==> config.mk <==
export PLATFORM = sky130hd
export DESIGN_NAME = serial_link_credit_receiver_flat
export DESIGN_NICKNAME = d
export VERILOG_FILES = /design/src/rtl/serial_link_pkg.sv /design/src/rtl/serial_link_credit_receiver_if.sv /design/src/rtl/serial_link_credit_rx_checker.sv /design/src/rtl/serial_link_credit_rx_queue.sv /design/src/rtl/serial_link_credit_receiver.sv /design/src/flat_wrapper.sv
export SDC_FILE = /design/constraint.sdc
export NUM_CORES = 1
export LEC_CHECK = 0
export ABC_CLOCK_PERIOD_IN_PS = 8400
export BUFFER_PORTS_ARGS = -buffer_cell sky130_fd_sc_hd__buf_2
export CAP_MARGIN = 20
export CORE_ASPECT_RATIO = 0.6
export CORE_MARGIN = 3
export CORE_UTILIZATION = 40
export CTS_CLUSTER_DIAMETER = 50
export DETAILED_ROUTE_END_ITERATION = 8
export GPL_TIMING_DRIVEN = 0
export PLACE_DENSITY_LB_ADDON = 0.12
export RECOVER_POWER = 100
export SYNTH_ARGS = -nofsm -noshare
export SYNTH_HDL_FRONTEND = slang
export SYNTH_HIERARCHICAL = 1
export SYNTH_SLANG_ARGS = --single-unit
export TNS_END_PERCENT = 20
==> constraint.sdc <==
create_clock -name clk_i -period 8.4 [get_ports clk_i]
set_input_delay 1.68 -clock clk_i [delete_from_list [all_inputs] [get_ports clk_i]]
set_output_delay 1.68 -clock clk_i [all_outputs]
set_load 0.02 [all_outputs]
==> src/rtl/serial_link_pkg.sv <==
// Shared definitions for the serial-link credit receiver: credit counter
// width helper and the on-link packet layout.
package serial_link_pkg;

    // Width of a counter that must hold 0..num_credits inclusive.
    function automatic int unsigned cred_width(input int unsigned num_credits);
        return $clog2(num_credits + 32'd1);
    endfunction

    localparam int unsigned DefaultNumCredits = 32'd8;

    typedef logic [cred_width(DefaultNumCredits)-1:0] link_credit_t;

    // Packet as delivered by the data-link layer.
    typedef struct packed {
        link_credit_t credits;
        logic         cred_only;
        logic         data;
    } link_pkt_t;

endpackage

==> src/rtl/serial_link_credit_receiver_if.sv <==
// Link-side and sink-side handshake bundle of the credit receiver.
// slave: receiver view; master: driver of packets and consumer of the head.
interface serial_link_credit_receiver_if #(
    parameter type         data_t     = logic,
    parameter int unsigned NumCredits = 32'd8
);
    import serial_link_pkg::*;

    localparam int unsigned CredW = cred_width(NumCredits);

    logic             rcv_valid_i;
    data_t            rcv_data_i;
    logic [CredW-1:0] rcv_credits_i;
    logic             rcv_cred_only_i;
    data_t            data_o;
    logic             valid_o;
    logic             ready_i;

    modport slave (
        input  rcv_valid_i, rcv_data_i, rcv_credits_i, rcv_cred_only_i, ready_i,
        output data_o, valid_o
    );

    modport master (
        output rcv_valid_i, rcv_data_i, rcv_credits_i, rcv_cred_only_i, ready_i,
        input  data_o, valid_o
    );

endinterface

==> src/rtl/serial_link_credit_rx_checker.sv <==
// Run-time checks for the credit receiver; only exists when
// SERIAL_LINK_CREDIT_RX_CHECK_EN is defined.
`ifdef SERIAL_LINK_CREDIT_RX_CHECK_EN
module serial_link_credit_rx_checker #(
    parameter int unsigned NumCredits = 32'd8,
    parameter int unsigned CredW      = 32'd4
) (
    input logic             clk_i,
    input logic             rst_ni,
    input logic             overflow_i,
    input logic             pop_i,
    input logic [CredW-1:0] fill_i
);
    a_no_overflow: assert property (@(posedge clk_i) disable iff (!rst_ni) !overflow_i);
    a_fill_bound:  assert property (@(posedge clk_i) disable iff (!rst_ni)
                                    fill_i <= CredW'(NumCredits));
    a_no_pop_empty: assert property (@(posedge clk_i) disable iff (!rst_ni)
                                     pop_i |-> (fill_i != '0));
endmodule
`endif

==> src/rtl/serial_link_credit_rx_queue.sv <==
// Circular receive buffer: NumCredits entries, arbitrary (non power of two)
// depth, no fall-through. Flush clears first, then a same-cycle push lands.
// A push into a full queue without a simultaneous pop is dropped.
module serial_link_credit_rx_queue import serial_link_pkg::*; #(
    parameter type         data_t     = logic,
    parameter int unsigned NumCredits = 32'd8,
    parameter type         credit_t   = logic [cred_width(NumCredits)-1:0]
) (
    input  logic    clk_i,
    input  logic    rst_ni,
    input  logic    push_i,
    input  data_t   data_i,
    input  logic    pop_i,
    input  logic    flush_i,
    output data_t   data_o,
    output logic    valid_o,
    output credit_t fill_o,
    output logic    full_o
);
    localparam int unsigned PtrW = (NumCredits > 32'd1) ? $clog2(NumCredits) : 32'd1;
    typedef logic [PtrW-1:0] ptr_t;
    localparam ptr_t    LastIdx = ptr_t'(NumCredits - 32'd1);
    localparam credit_t Depth   = credit_t'(NumCredits);

    data_t   mem_q [NumCredits];
    data_t   mem_d [NumCredits];
    ptr_t    rd_ptr_q, rd_ptr_d;
    ptr_t    wr_ptr_q, wr_ptr_d;
    credit_t fill_q, fill_d;
    ptr_t    wr_base_s;
    logic    full_s, pop_s, push_s;

    function automatic ptr_t ptr_next(input ptr_t p);
        return (p == LastIdx) ? '0 : p + ptr_t'(1);
    endfunction

    // Next-state of storage, pointers and occupancy
    always_comb begin
        mem_d     = mem_q;
        rd_ptr_d  = rd_ptr_q;
        wr_ptr_d  = wr_ptr_q;
        fill_d    = fill_q;
        full_s    = (fill_q == Depth);
        // A pop coinciding with flush is already covered by the flush
        pop_s     = pop_i & (fill_q != '0) & ~flush_i;
        push_s    = push_i & (flush_i | ~full_s | pop_s);
        wr_base_s = flush_i ? '0 : wr_ptr_q;
        if (push_s) begin
            mem_d[wr_base_s] = data_i;
            wr_ptr_d         = ptr_next(wr_base_s);
        end else begin
            wr_ptr_d         = wr_base_s;
        end
        if (flush_i) begin
            rd_ptr_d = '0;
            fill_d   = credit_t'(push_s);
        end else if (pop_s) begin
            rd_ptr_d = ptr_next(rd_ptr_q);
            fill_d   = fill_q + credit_t'(push_s) - credit_t'(1'b1);
        end else begin
            rd_ptr_d = rd_ptr_q;
            fill_d   = fill_q + credit_t'(push_s);
        end
    end

    // Queue state registers
    always_ff @(posedge clk_i or negedge rst_ni) begin
        if (!rst_ni) begin
            mem_q    <= '{default: '0};
            rd_ptr_q <= '0;
            wr_ptr_q <= '0;
            fill_q   <= '0;
        end else begin
            mem_q    <= mem_d;
            rd_ptr_q <= rd_ptr_d;
            wr_ptr_q <= wr_ptr_d;
            fill_q   <= fill_d;
        end
    end

    assign data_o  = mem_q[rd_ptr_q];
    assign valid_o = (fill_q != '0);
    assign fill_o  = fill_q;
    assign full_o  = full_s;

endmodule

==> src/rtl/serial_link_credit_receiver.sv <==
// Receive side of the credit-based serial link. Strips the piggy-backed
// credit field (registered, one-cycle pulse), buffers payloads and reports
// released entries for credit return.
// Optional: SERIAL_LINK_CREDIT_RX_CHECK_EN enables the sticky overflow flag
// and the run-time checker.
module serial_link_credit_receiver import serial_link_pkg::*; #(
    parameter type         data_t     = logic,
    parameter int unsigned NumCredits = 32'd8,
    parameter type         credit_t   = logic [cred_width(NumCredits)-1:0]
) (
    input  logic    clk_i,
    input  logic    rst_ni,
    serial_link_credit_receiver_if.slave link,
    input  logic    flush_i,
    output credit_t credits_received_o,
    output logic    receive_cred_o,
    output credit_t credits_released_o,
    output credit_t fill_o,
    output logic    overflow_o
);
    logic    push_s, pop_s, full_s;
    credit_t fill_s;
    logic    rc_valid_q, rc_valid_d;
    credit_t rc_credits_q, rc_credits_d;

    assign push_s = link.rcv_valid_i & ~link.rcv_cred_only_i;
    assign pop_s  = link.valid_o & link.ready_i;

    serial_link_credit_rx_queue #(
        .data_t     (data_t),
        .NumCredits (NumCredits),
        .credit_t   (credit_t)
    ) u_queue (
        .clk_i   (clk_i),
        .rst_ni  (rst_ni),
        .push_i  (push_s),
        .data_i  (link.rcv_data_i),
        .pop_i   (pop_s),
        .flush_i (flush_i),
        .data_o  (link.data_o),
        .valid_o (link.valid_o),
        .fill_o  (fill_s),
        .full_o  (full_s)
    );

    // Capture the credit field of any valid packet carrying non-zero credits
    always_comb begin
        rc_valid_d   = 1'b0;
        rc_credits_d = '0;
        if (link.rcv_valid_i && (link.rcv_credits_i != '0)) begin
            rc_valid_d   = 1'b1;
            rc_credits_d = link.rcv_credits_i;
        end else begin
            rc_valid_d   = 1'b0;
            rc_credits_d = '0;
        end
    end

    // Registered credit extraction
    always_ff @(posedge clk_i or negedge rst_ni) begin
        if (!rst_ni) begin
            rc_valid_q   <= 1'b0;
            rc_credits_q <= '0;
        end else begin
            rc_valid_q   <= rc_valid_d;
            rc_credits_q <= rc_credits_d;
        end
    end

    // Entries freed this cycle: whole occupancy on flush, else one per pop
    always_comb begin
        credits_released_o = '0;
        if (flush_i) begin
            credits_released_o = fill_s;
        end else if (pop_s) begin
            credits_released_o = credit_t'(1'b1);
        end else begin
            credits_released_o = '0;
        end
    end

    assign receive_cred_o     = rc_valid_q;
    assign credits_received_o = rc_credits_q;
    assign fill_o             = fill_s;

`ifdef SERIAL_LINK_CREDIT_RX_CHECK_EN
    logic overflow_s;
    logic overflow_q, overflow_d;

    // Push into a full queue with nothing leaving is dropped
    always_comb begin
        overflow_s = push_s & full_s & ~pop_s & ~flush_i;
        overflow_d = overflow_q | overflow_s;
    end

    // Sticky overflow flag, cleared only by reset
    always_ff @(posedge clk_i or negedge rst_ni) begin
        if (!rst_ni) begin
            overflow_q <= 1'b0;
        end else begin
            overflow_q <= overflow_d;
        end
    end

    assign overflow_o = overflow_q;

    serial_link_credit_rx_checker #(
        .NumCredits (NumCredits),
        .CredW      ($bits(credit_t))
    ) u_checker (
        .clk_i      (clk_i),
        .rst_ni     (rst_ni),
        .overflow_i (overflow_s),
        .pop_i      (pop_s),
        .fill_i     (fill_s)
    );
`else
    logic unused_full_s;
    assign unused_full_s = full_s;
    assign overflow_o    = 1'b0;
`endif

endmodule

==> src/flat_wrapper.sv <==
// flat-port wrapper written by rule: the top's interface ports become plain ports
module serial_link_credit_receiver_flat import serial_link_pkg::*;
#(
    parameter type         data_t     = logic,
    parameter int unsigned NumCredits = 32'd8,
    parameter type         credit_t   = logic [cred_width(NumCredits)-1:0]
)
  (clk_i, rst_ni, flush_i, credits_received_o, receive_cred_o, credits_released_o, fill_o, overflow_o, link_rcv_valid_i, link_rcv_data_i, link_rcv_credits_i, link_rcv_cred_only_i, link_ready_i, link_data_o, link_valid_o);
  serial_link_credit_receiver_if #(.data_t(data_t), .NumCredits(NumCredits)) link_i ();
  input  logic clk_i;
  input  logic rst_ni;
  input  logic flush_i;
  output credit_t credits_received_o;
  output logic receive_cred_o;
  output credit_t credits_released_o;
  output credit_t fill_o;
  output logic overflow_o;
  input wire logic [$bits(link_i.rcv_valid_i)-1:0] link_rcv_valid_i;
  input wire logic [$bits(link_i.rcv_data_i)-1:0] link_rcv_data_i;
  input wire logic [$bits(link_i.rcv_credits_i)-1:0] link_rcv_credits_i;
  input wire logic [$bits(link_i.rcv_cred_only_i)-1:0] link_rcv_cred_only_i;
  input wire logic [$bits(link_i.ready_i)-1:0] link_ready_i;
  output wire logic [$bits(link_i.data_o)-1:0] link_data_o;
  output wire logic [$bits(link_i.valid_o)-1:0] link_valid_o;
  assign link_i.rcv_valid_i = link_rcv_valid_i;
  assign link_i.rcv_data_i = link_rcv_data_i;
  assign link_i.rcv_credits_i = link_rcv_credits_i;
  assign link_i.rcv_cred_only_i = link_rcv_cred_only_i;
  assign link_i.ready_i = link_ready_i;
  assign link_data_o = link_i.data_o;
  assign link_valid_o = link_i.valid_o;
  serial_link_credit_receiver #(.data_t(data_t), .NumCredits(NumCredits), .credit_t(credit_t)) u_core (.clk_i(clk_i), .rst_ni(rst_ni), .link(link_i), .flush_i(flush_i), .credits_received_o(credits_received_o), .receive_cred_o(receive_cred_o), .credits_released_o(credits_released_o), .fill_o(fill_o), .overflow_o(overflow_o));
endmodule
==> impl_metrics.yaml, run 1 <==
status:
  status: "finished clean"
floorplan:
  die_area_mm2: 0.00384
  io_pins: 27
  start_util: 0.455
  dieWidth_um: 78.0
  row_count: 14
  core_area_mm2: 0.00273
  die_h_um: 49.2
critical_path:
  critPathMaxFanout: 8
  crit_required_ps: 6720
  end_kind: "primary output"
  arrival_ps: 2490
  critPathLaunchType: "input port"
  r2r-end: "u_core/u_queue/fill_o[1]$_DFF_PN0_"
  endpoint: "credits_released_o[0]"
  cp-startpoint: "flush_i"
  crit_type: "in -> out"
  regToRegSetupSlack_ps: 5210
  reg2reg_depth: 11
  r2r_start: "u_core/u_queue/fill_o[2]$_DFF_PN0_"
pwr:
  p_seq_frac: 0.418
  leakage_nw: 0.647
  swShare: 0.401
  p_int_mw: 0.227
  p_switching_mw: 0.152
  clock_power_share: 0.175
  combinationalPowerShare: 0.407
  powerDensity_mw_per_mm2: 264
  max-vdd-ir-drop_mv: 0.107
logic_synthesis:
  synth_cell_type_count: 32
  synth_largest_area_cell: "dfrtp_1"
  synth.area.top_cells: "dfrtp_1 (46%), mux2_2 (7.2%), ha_1 (6.0%)"
  syn-num-nets: 128
  yosysWarnings: 6
  ys_seq_area_frac: 0.463
  synth_top_cell_area_share: 0.463
  syn_area_mm2: 0.00124
  postSynthCellCount: 111
  synth.avg_cell_area_um2: 11.2
  synth-seq-cells: 23
route:
  finalWirelength_um: 2330
  ant_nets: 0
  drt_iter0_drc: 18
  wl_per_cell_um: 13.0
  drtPass1Iterations: 4
  via_per_inst: 4.92
  drc: 0
  vias: 885
finish:
  final_cell_mix: "dfrtp_1 (23), clkbuf_1 (21), nand2_1 (11)"
  final_common_cell: "dfrtp_1"
  final_util: 0.525
  area_growth_pct: 15.4
  diodes: 0
  fillers: 263
  finalNetCount: 158
  drive_gt1_frac: 0.179
cts:
  numCtsBuffers: 3
  cts_buffer_depth: 2
  cts_tree: "done"
  clk_pin_slew_ps: 80
  post-cts-setup-buffer-count: 0
  cts-root-buf: "clkbuf_8"
  holdBufCountCts: 0
  clock_sinks: 23
  cts_resized: 0
  cts_max_level: 1
  clkLatencyLatePin_ps: 260
place:
  dp_slack_ps: 4380
  hpwl_um: 1830
  gp_congestion: 0.780
  port_buffers: 25
sta:
  timing.final.ws_setup_ps: 4230
  period_needed_ps: 4170
  setup_tns_ps: 0
  finalSetupViolations: 0
  fin_skew_ps: 5.37
  drv_slew: 0
  hold_ws_ps: 495
  tightest_slew_ps: 1180
  max_freq_ghz: 0.240
  rsz0062_at_grt: "no"
  timing.slew.headroom: 0.212
  min_period_over_period: 0.496
  finalHoldViolations: 0
grt:
  overflow: 0
  grt_pass1_vias: 871
  grt_max_degree: 24
  antenna_found_initial: 0
  grt.total_usage: 0.133
  grt_pass1_wl_um: 4010
flow_run:
  maxCapViolations: 0
worst_hold_path:
  min_path_type: "reg -> reg"
-- layout make-up --
type | count | area [µm²] | area share
Tap cell | 40 | 50.0 | 0.0349
Timing Repair Buffer | 25 | 103 | 0.0715
Inverter | 4 | 15.0 | 0.0105
Clock buffer | 4 | 45.0 | 0.0314
Multi-Input combinational cell | 81 | 632 | 0.440
Buffer | 3 | 15.0 | 0.0105
Sequential cell | 23 | 576 | 0.401
-- cell usage after synthesis --
library cell   n
buf_2          1
nor2b_1        5
a211oi_1       1
and2_1         7
nor2_1         6
o41a_1         1
nand2b_1       1
clkbuf_1       1
conb_1         1
mux4_2         2
xnor2_1        6
and2_4         1
dfrtp_1       23
inv_1          4
nor3_1         3
buf_4          1
o41a_2         1
nand2_2        1
ha_1           6
o2111ai_1      1
and2_2         1
a21oi_1        3
nor4b_4        1
or4_2          1
mux2_1         3
nand3_1        2
o21ai_0        1
o41ai_1        1
mux2_2         8
nand4_1        6
nand2_1       10
xor2_1         1
-- worst min path at each step --
stage / to / cells past startpoint / from / slack (ps)
floorplan: u_core/u_queue/mem_q[1]$_DFFE_PN0P_ / 1 / u_core/u_queue/mem_q[1]$_DFFE_PN0P_ / 450
global placement: u_core/u_queue/mem_q[1]$_DFFE_PN0P_ / 1 / u_core/u_queue/mem_q[1]$_DFFE_PN0P_ / 470
detailed placement: u_core/u_queue/mem_q[1]$_DFFE_PN0P_ / 1 / u_core/u_queue/mem_q[1]$_DFFE_PN0P_ / 480
CTS: u_core/u_queue/mem_q[1]$_DFFE_PN0P_ / 1 / u_core/u_queue/mem_q[1]$_DFFE_PN0P_ / 490
global route: u_core/u_queue/mem_q[0]$_DFFE_PN0P_ / 1 / u_core/u_queue/mem_q[0]$_DFFE_PN0P_ / 530
finish: u_core/u_queue/mem_q[1]$_DFFE_PN0P_ / 1 / u_core/u_queue/mem_q[1]$_DFFE_PN0P_ / 500
-- state kept, by name, summed over array words and instances (netlist names) --
| register | count |
|---|---|
| u_core/u_queue/mem_q | 8 |
| u_core/u_queue/wr_ptr_q | 3 |
| u_core/u_queue/rd_ptr_q | 3 |
| u_core/receive_cred_o | 1 |
| u_core/credits_received_o | 4 |
| u_core/u_queue/fill_o | 4 |
-- stage by stage --
step | power [mW] | cell area [µm²] | cells
3_3_place_gp | 0.320 | 1420 | 176
4_1_cts | 0.393 | 1460 | 180
5_1_grt | 0.406 | 1440 | 180
3_5_place_dp | 0.325 | 1420 | 176
6_report | 0.378 | 1440 | 180
2_1_floorplan | 0.276 | 1240 | 111
-- critical path: stages --
cell and delay, ps:
clkbuf_1 260, mux2_2 370, clkbuf_1 170
-- cell families (layout without fill, tap and decap cells) --
family | Yosys count | count (layout) | share of synthesized area
AOI/OAI and AO/OA | 9 | 9 | 0.0553
xor gates and xnor gates | 7 | 7 | 0.0493
adders and majority gates | 6 | 6 | 0.0604
buffers and inverters | 7 | 36 | 0.0251
other | 1 | 1 | 0.00302
muxes | 13 | 13 | 0.136
and+or+nand+nor | 45 | 45 | 0.208
DFF | 23 | 23 | 0.463
-- per-layer routing --
layer / GRT usage / share of wire / vias up
met3: 0.0535 / 0.093 / 2
met4: 0.0349 / 0.0034 / 0
li1: - / - / 453
met1: 0.185 / 0.52 / 404
met2: 0.192 / 0.39 / 26
met5: 0 / 0 / -
-- power by group through the flow --
stage               logic [mW]  clock network, mW  registers [mW]
floorplan                0.110                  0           0.166
global placement         0.161                  0           0.159
detailed placement       0.164                  0           0.161
CTS                      0.165             0.0695           0.159
global route             0.171             0.0718           0.163
finish                   0.154             0.0663           0.158
Power figures use the tool's default switching activity.
==> inputs of run 2 (changes only) <==
ABC_CLOCK_PERIOD_IN_PS = 3800   (was 8400)
clock period = 3.8 ns   (was 8.4 ns; I/O delays follow)
==> run 2 against run 1 <==
Against the previous run:
- worst setup slack worse by 3600 ps
- clock skew about the same
- count of clock-buffer cells in the layout stayed put
- critical path depth grew 8
- non-clock buffer count unchanged
- register-to-register slack lost 4600 ps
- combinational power rose by 120%
- cell area rose by 0.17%
- core utilization is 0.092 points higher
- die area unchanged
- highest routed layer unchanged
==> impl_metrics.yaml, run 2 (synthesized netlist as in run 1, its figures left out) <==
sta:
  setup_tns_ps: 0
  min_period_over_period: 0.834
  drv_slew: 0
  rsz0062_at_grt: "no"
  timing.slew.headroom: 0.213
  period_needed_ps: 3170
  timing.final.ws_setup_ps: 632
  tightest_slew_ps: 1180
  max_freq_ghz: 0.316
  finalSetupViolations: 0
  fin_skew_ps: 5.30
  finalHoldViolations: 0
critical_path:
  regToRegSetupSlack_ps: 630
  arrival_ps: 3340
  end_kind: "register"
  crit_type: "reg -> reg"
  critPathMaxFanout: 8
  crit_required_ps: 3970
  critPathLaunchType: "register"
route:
  via_per_inst: 4.93
  drc: 0
  drtPass1Iterations: 4
  finalWirelength_um: 2320
  ant_nets: 0
  vias: 887
  drt_iter0_drc: 18
  wl_per_cell_um: 12.9
worst_hold_path:
  min_path_type: "reg -> reg"
floorplan:
  start_util: 0.455
  die_area_mm2: 0.00384
  core_area_mm2: 0.00273
  die_h_um: 49.2
  dieWidth_um: 78.0
  io_pins: 27
  row_count: 14
cts:
  clk_pin_slew_ps: 80
  clock_sinks: 23
  cts_max_level: 1
  post-cts-setup-buffer-count: 0
  cts-root-buf: "clkbuf_8"
  cts_tree: "done"
  numCtsBuffers: 3
  cts_buffer_depth: 2
  cts_resized: 0
  clkLatencyLatePin_ps: 260
  holdBufCountCts: 0
grt:
  grt.total_usage: 0.133
  overflow: 0
  grt_max_degree: 24
  grt_pass1_vias: 871
  antenna_found_initial: 0
  grt_pass1_wl_um: 4010
finish:
  drive_gt1_frac: 0.193
  largest_reg_flops: 8
  final_util: 0.526
  fin_cells: 180
  final_area_mm2: 0.00144
  regMostFlops: "u_core/u_queue/mem_q"
  final_common_cell: "dfrtp_1"
  final_cell_mix: "dfrtp_1 (23), clkbuf_1 (19), nand2_1 (11)"
  finalNetCount: 158
  diodes: 0
  area_growth_pct: 15.6
status:
  status: "finished clean"
flow_run:
  maxCapViolations: 0
pwr:
  max-vdd-ir-drop_mv: 0.238
  leakage_nw: 0.653
  powerDensity_mw_per_mm2: 582
place:
  gp_congestion: 0.780
  hpwl_um: 1830
  placed_cells: 176
  dp_slack_ps: 774
  port_buffers: 25
  dpl-instance-area_mm2: 0.00142
[run 2: layer usage]
layer / vias to the layer above / routed length, µm / track usage
met4: 0 / 8 / 0.0349
li1: 455 / - / -
met3: 2 / 213 / 0.0535
met1: 404 / 1200 / 0.185
met5: - / 0 / 0
met2: 26 / 900 / 0.192
[run 2: worst paths after layout]
check                                                    start                                  end  cells after the start
max in group asynchronous                               rst_ni  u_core/u_queue/mem_q[7]$_DFFE_PN0P_                      1
setup reg to reg            u_core/u_queue/fill_o[2]$_DFF_PN0_   u_core/u_queue/fill_o[1]$_DFF_PN0_                     11
min in group asynchronous                               rst_ni  u_core/u_queue/mem_q[0]$_DFFE_PN0P_                      1
hold / removal             u_core/u_queue/mem_q[1]$_DFFE_PN0P_  u_core/u_queue/mem_q[1]$_DFFE_PN0P_                      1
hold reg to reg            u_core/u_queue/mem_q[1]$_DFFE_PN0P_  u_core/u_queue/mem_q[1]$_DFFE_PN0P_                      1
setup / recovery            u_core/u_queue/fill_o[2]$_DFF_PN0_   u_core/u_queue/fill_o[1]$_DFF_PN0_                     11
[run 2: stage by stage]
step	hold slack (ps)	power, mW
2_1_floorplan	452	0.610
3_3_place_gp	475	0.708
3_5_place_dp	476	0.717
4_1_cts	475	0.868
5_1_grt	533	0.899
6_report	495	0.836
[run 2: area by class of cell]
type                    count  area [µm²]
fillers                   261        1290
multi-input cells          81         632
flip-flops and latches     23         576
repair buffers             25         104
well taps                  40        50.0
clock buffers               4        45.0
plain buffers               3        16.3
inverters                   4        15.0
[run 2: worst max-delay path, stage by stage (launching register included)]
cell and delay, ps:
dfrtp_1 500, or4_2 690, and2_0 240, nor2_1 160, nand2_1 200, nand2_1 200
inv_1 60, ha_1 200, ha_1 300, inv_1 60, ha_1 280, a211oi_1 200
[run 2: report_power, final]
group,total (mW),internal (mW),switching [mW]
clock,0.146,0.0746,0.0717
sequential,0.350,0.286,0.0639
combinational,0.340,0.141,0.199
==> inputs of run 3 (changes only) <==
ABC_CLOCK_PERIOD_IN_PS = 3010   (was 3800)
clock period = 3.01 ns   (was 3.8 ns; I/O delays follow)
==> run 3 against run 2 <==
Against the previous run:
- combinational power rose by 40%
- final cell count rose by 2.2%
- count of clock-buffer cells in the layout did not move
- fmax rose by 12%
- register-to-register slack got worse by 460 ps
- critical path depth did not move
- total power rose by 31%
- cell area rose by 3.0%
- sequential power rose by 24%
- sequential share of layout area fell by 0.98 points
- non-clock buffer count rose by 4
- first-iteration DRC count rose to 2.9 times the previous value
- largest cell class unchanged
- highest routed layer unchanged
==> impl_metrics.yaml, run 3 (synthesized netlist as in run 1, its figures left out) <==
cts:
  cts-root-buf: "clkbuf_8"
  holdBufCountCts: 0
  numCtsBuffers: 3
  cts_tree: "done"
  clock_sinks: 23
  clk_pin_slew_ps: 80
  cts_max_level: 1
  clkLatencyLatePin_ps: 260
  cts_buffer_depth: 2
floorplan:
  core_area_mm2: 0.00273
  row_count: 14
  dieWidth_um: 78.0
  io_pins: 27
  start_util: 0.455
  die_h_um: 49.2
  die_area_mm2: 0.00384
finish:
  multi_input_area_um2: 642
  regMostFlops: "u_core/u_queue/mem_q"
  register_area_um2: 578
  final_cell_mix: "dfrtp_1 (21), clkbuf_1 (17), buf_2 (12)"
  final_area_mm2: 0.00148
  final_common_cell: "dfrtp_1"
  diodes: 0
  largest_reg_flops: 8
  drive_gt1_frac: 0.271
  fillers: 259
  area_growth_pct: 19.0
  fin_cells: 184
  finalNetCount: 162
  final_util: 0.542
sta:
  timing.final.ws_setup_ps: 172
  finalSetupViolations: 0
  period_needed_ps: 2840
  tightest_slew_ps: 1190
  hold_ws_ps: 495
  drv_slew: 0
  max_freq_ghz: 0.352
  rsz0062_at_grt: "no"
  timing.slew.headroom: 0.205
  finalHoldViolations: 0
  min_period_over_period: 0.943
  setup_tns_ps: 0
  fin_skew_ps: 6.29
critical_path:
  critPathMaxFanout: 5
  crit_required_ps: 3180
  critPathLaunchType: "register"
  arrival_ps: 3010
  crit_type: "reg -> reg"
  end_kind: "register"
pwr:
  max-vdd-ir-drop_mv: 0.335
  leakage_nw: 0.681
  powerDensity_mw_per_mm2: 740
  finalPower_mw: 1.10
place:
  hpwl_um: 1830
  dp_slack_ps: -16.2
  gp_congestion: 0.780
  dpl-instance-area_mm2: 0.00142
  port_buffers: 25
  placed_cells: 176
route:
  wl_met2_um: 930
  topRoutingLayerUsed: "met4"
  wl_per_cell_um: 12.8
  wl_met3_um: 215
  drc: 0
  vias: 896
  drt_iter0_drc: 52
  finalWirelength_um: 2360
  via_per_inst: 4.87
  ant_nets: 0
  drtPass1Iterations: 5
  met1_length_um: 1200
grt:
  grt_max_degree: 24
  overflow: 0
  grt.total_usage: 0.133
  antenna_found_initial: 0
  grt_pass1_wl_um: 4010
  grt_pass1_vias: 871
status:
  status: "finished clean"
flow_run:
  maxCapViolations: 0
worst_hold_path:
  min_path_type: "reg -> reg"
-- run 3: metal layers --
metal | global-route usage | up-vias
li1 | - | 457
met1 | 0.185 | 405
met2 | 0.192 | 32
met3 | 0.0535 | 2
met4 | 0.0349 | 0
met5 | 0 | -
-- run 3: power breakdown --
| group | switching [mW] | leakage (nW) | internal (mW) | total (mW) |
|---|---|---|---|---|
| Clock | 0.0920 | 0.0228 | 0.0943 | 0.186 |
| Combinational | 0.268 | 0.356 | 0.208 | 0.475 |
| Sequential | 0.0702 | 0.302 | 0.363 | 0.434 |
| Total | 0.430 | 0.681 | 0.665 | 1.10 |
-- run 3: worst paths after layout --
| check | start | end | depth (start not counted) | slack [ps] |
|---|---|---|---|---|
| max | u_core/u_queue/fill_o[3]$_DFF_PN0_ | u_core/u_queue/fill_o[1]$_DFF_PN0_ | 11 | 170 |
| min | u_core/u_queue/mem_q[1]$_DFFE_PN0P_ | u_core/u_queue/mem_q[1]$_DFFE_PN0P_ | 1 | 500 |
| max reg2reg | u_core/u_queue/fill_o[3]$_DFF_PN0_ | u_core/u_queue/fill_o[1]$_DFF_PN0_ | 11 | 170 |
| min reg2reg | u_core/u_queue/mem_q[1]$_DFFE_PN0P_ | u_core/u_queue/mem_q[1]$_DFFE_PN0P_ | 1 | 500 |
| max in group asynchronous | rst_ni | u_core/u_queue/fill_o[3]$_DFF_PN0_ | 1 | 1660 |
| min in group asynchronous | rst_ni | u_core/u_queue/mem_q[0]$_DFFE_PN0P_ | 1 | 570 |
-- run 3: layout make-up --
class | count | share of cell area
clock buffers | 4 | 0.0304
inverters | 4 | 0.0101
plain buffers | 3 | 0.0110
repair buffers | 29 | 0.0904
flip-flops and latches | 23 | 0.391
multi-input cells | 81 | 0.434
well taps | 40 | 0.0338
-- run 3: critical path, cell delays in order (launching register included) --
cell,delay (ps)
dfrtp_2,430
or4_2,680
and2_4,200
nor2_2,130
nand2_2,110
nand2_2,120
inv_1,50
ha_1,190
ha_1,300
inv_1,60
ha_1,280
a211oi_1,200
-- run 3: timing repair --
action,CTS,global route
endpoints found under the setup margin,1,3
gates resized for setup,3,2
buffers inserted,0,4
gates cloned,0,0
hold endpoints to repair,0,0
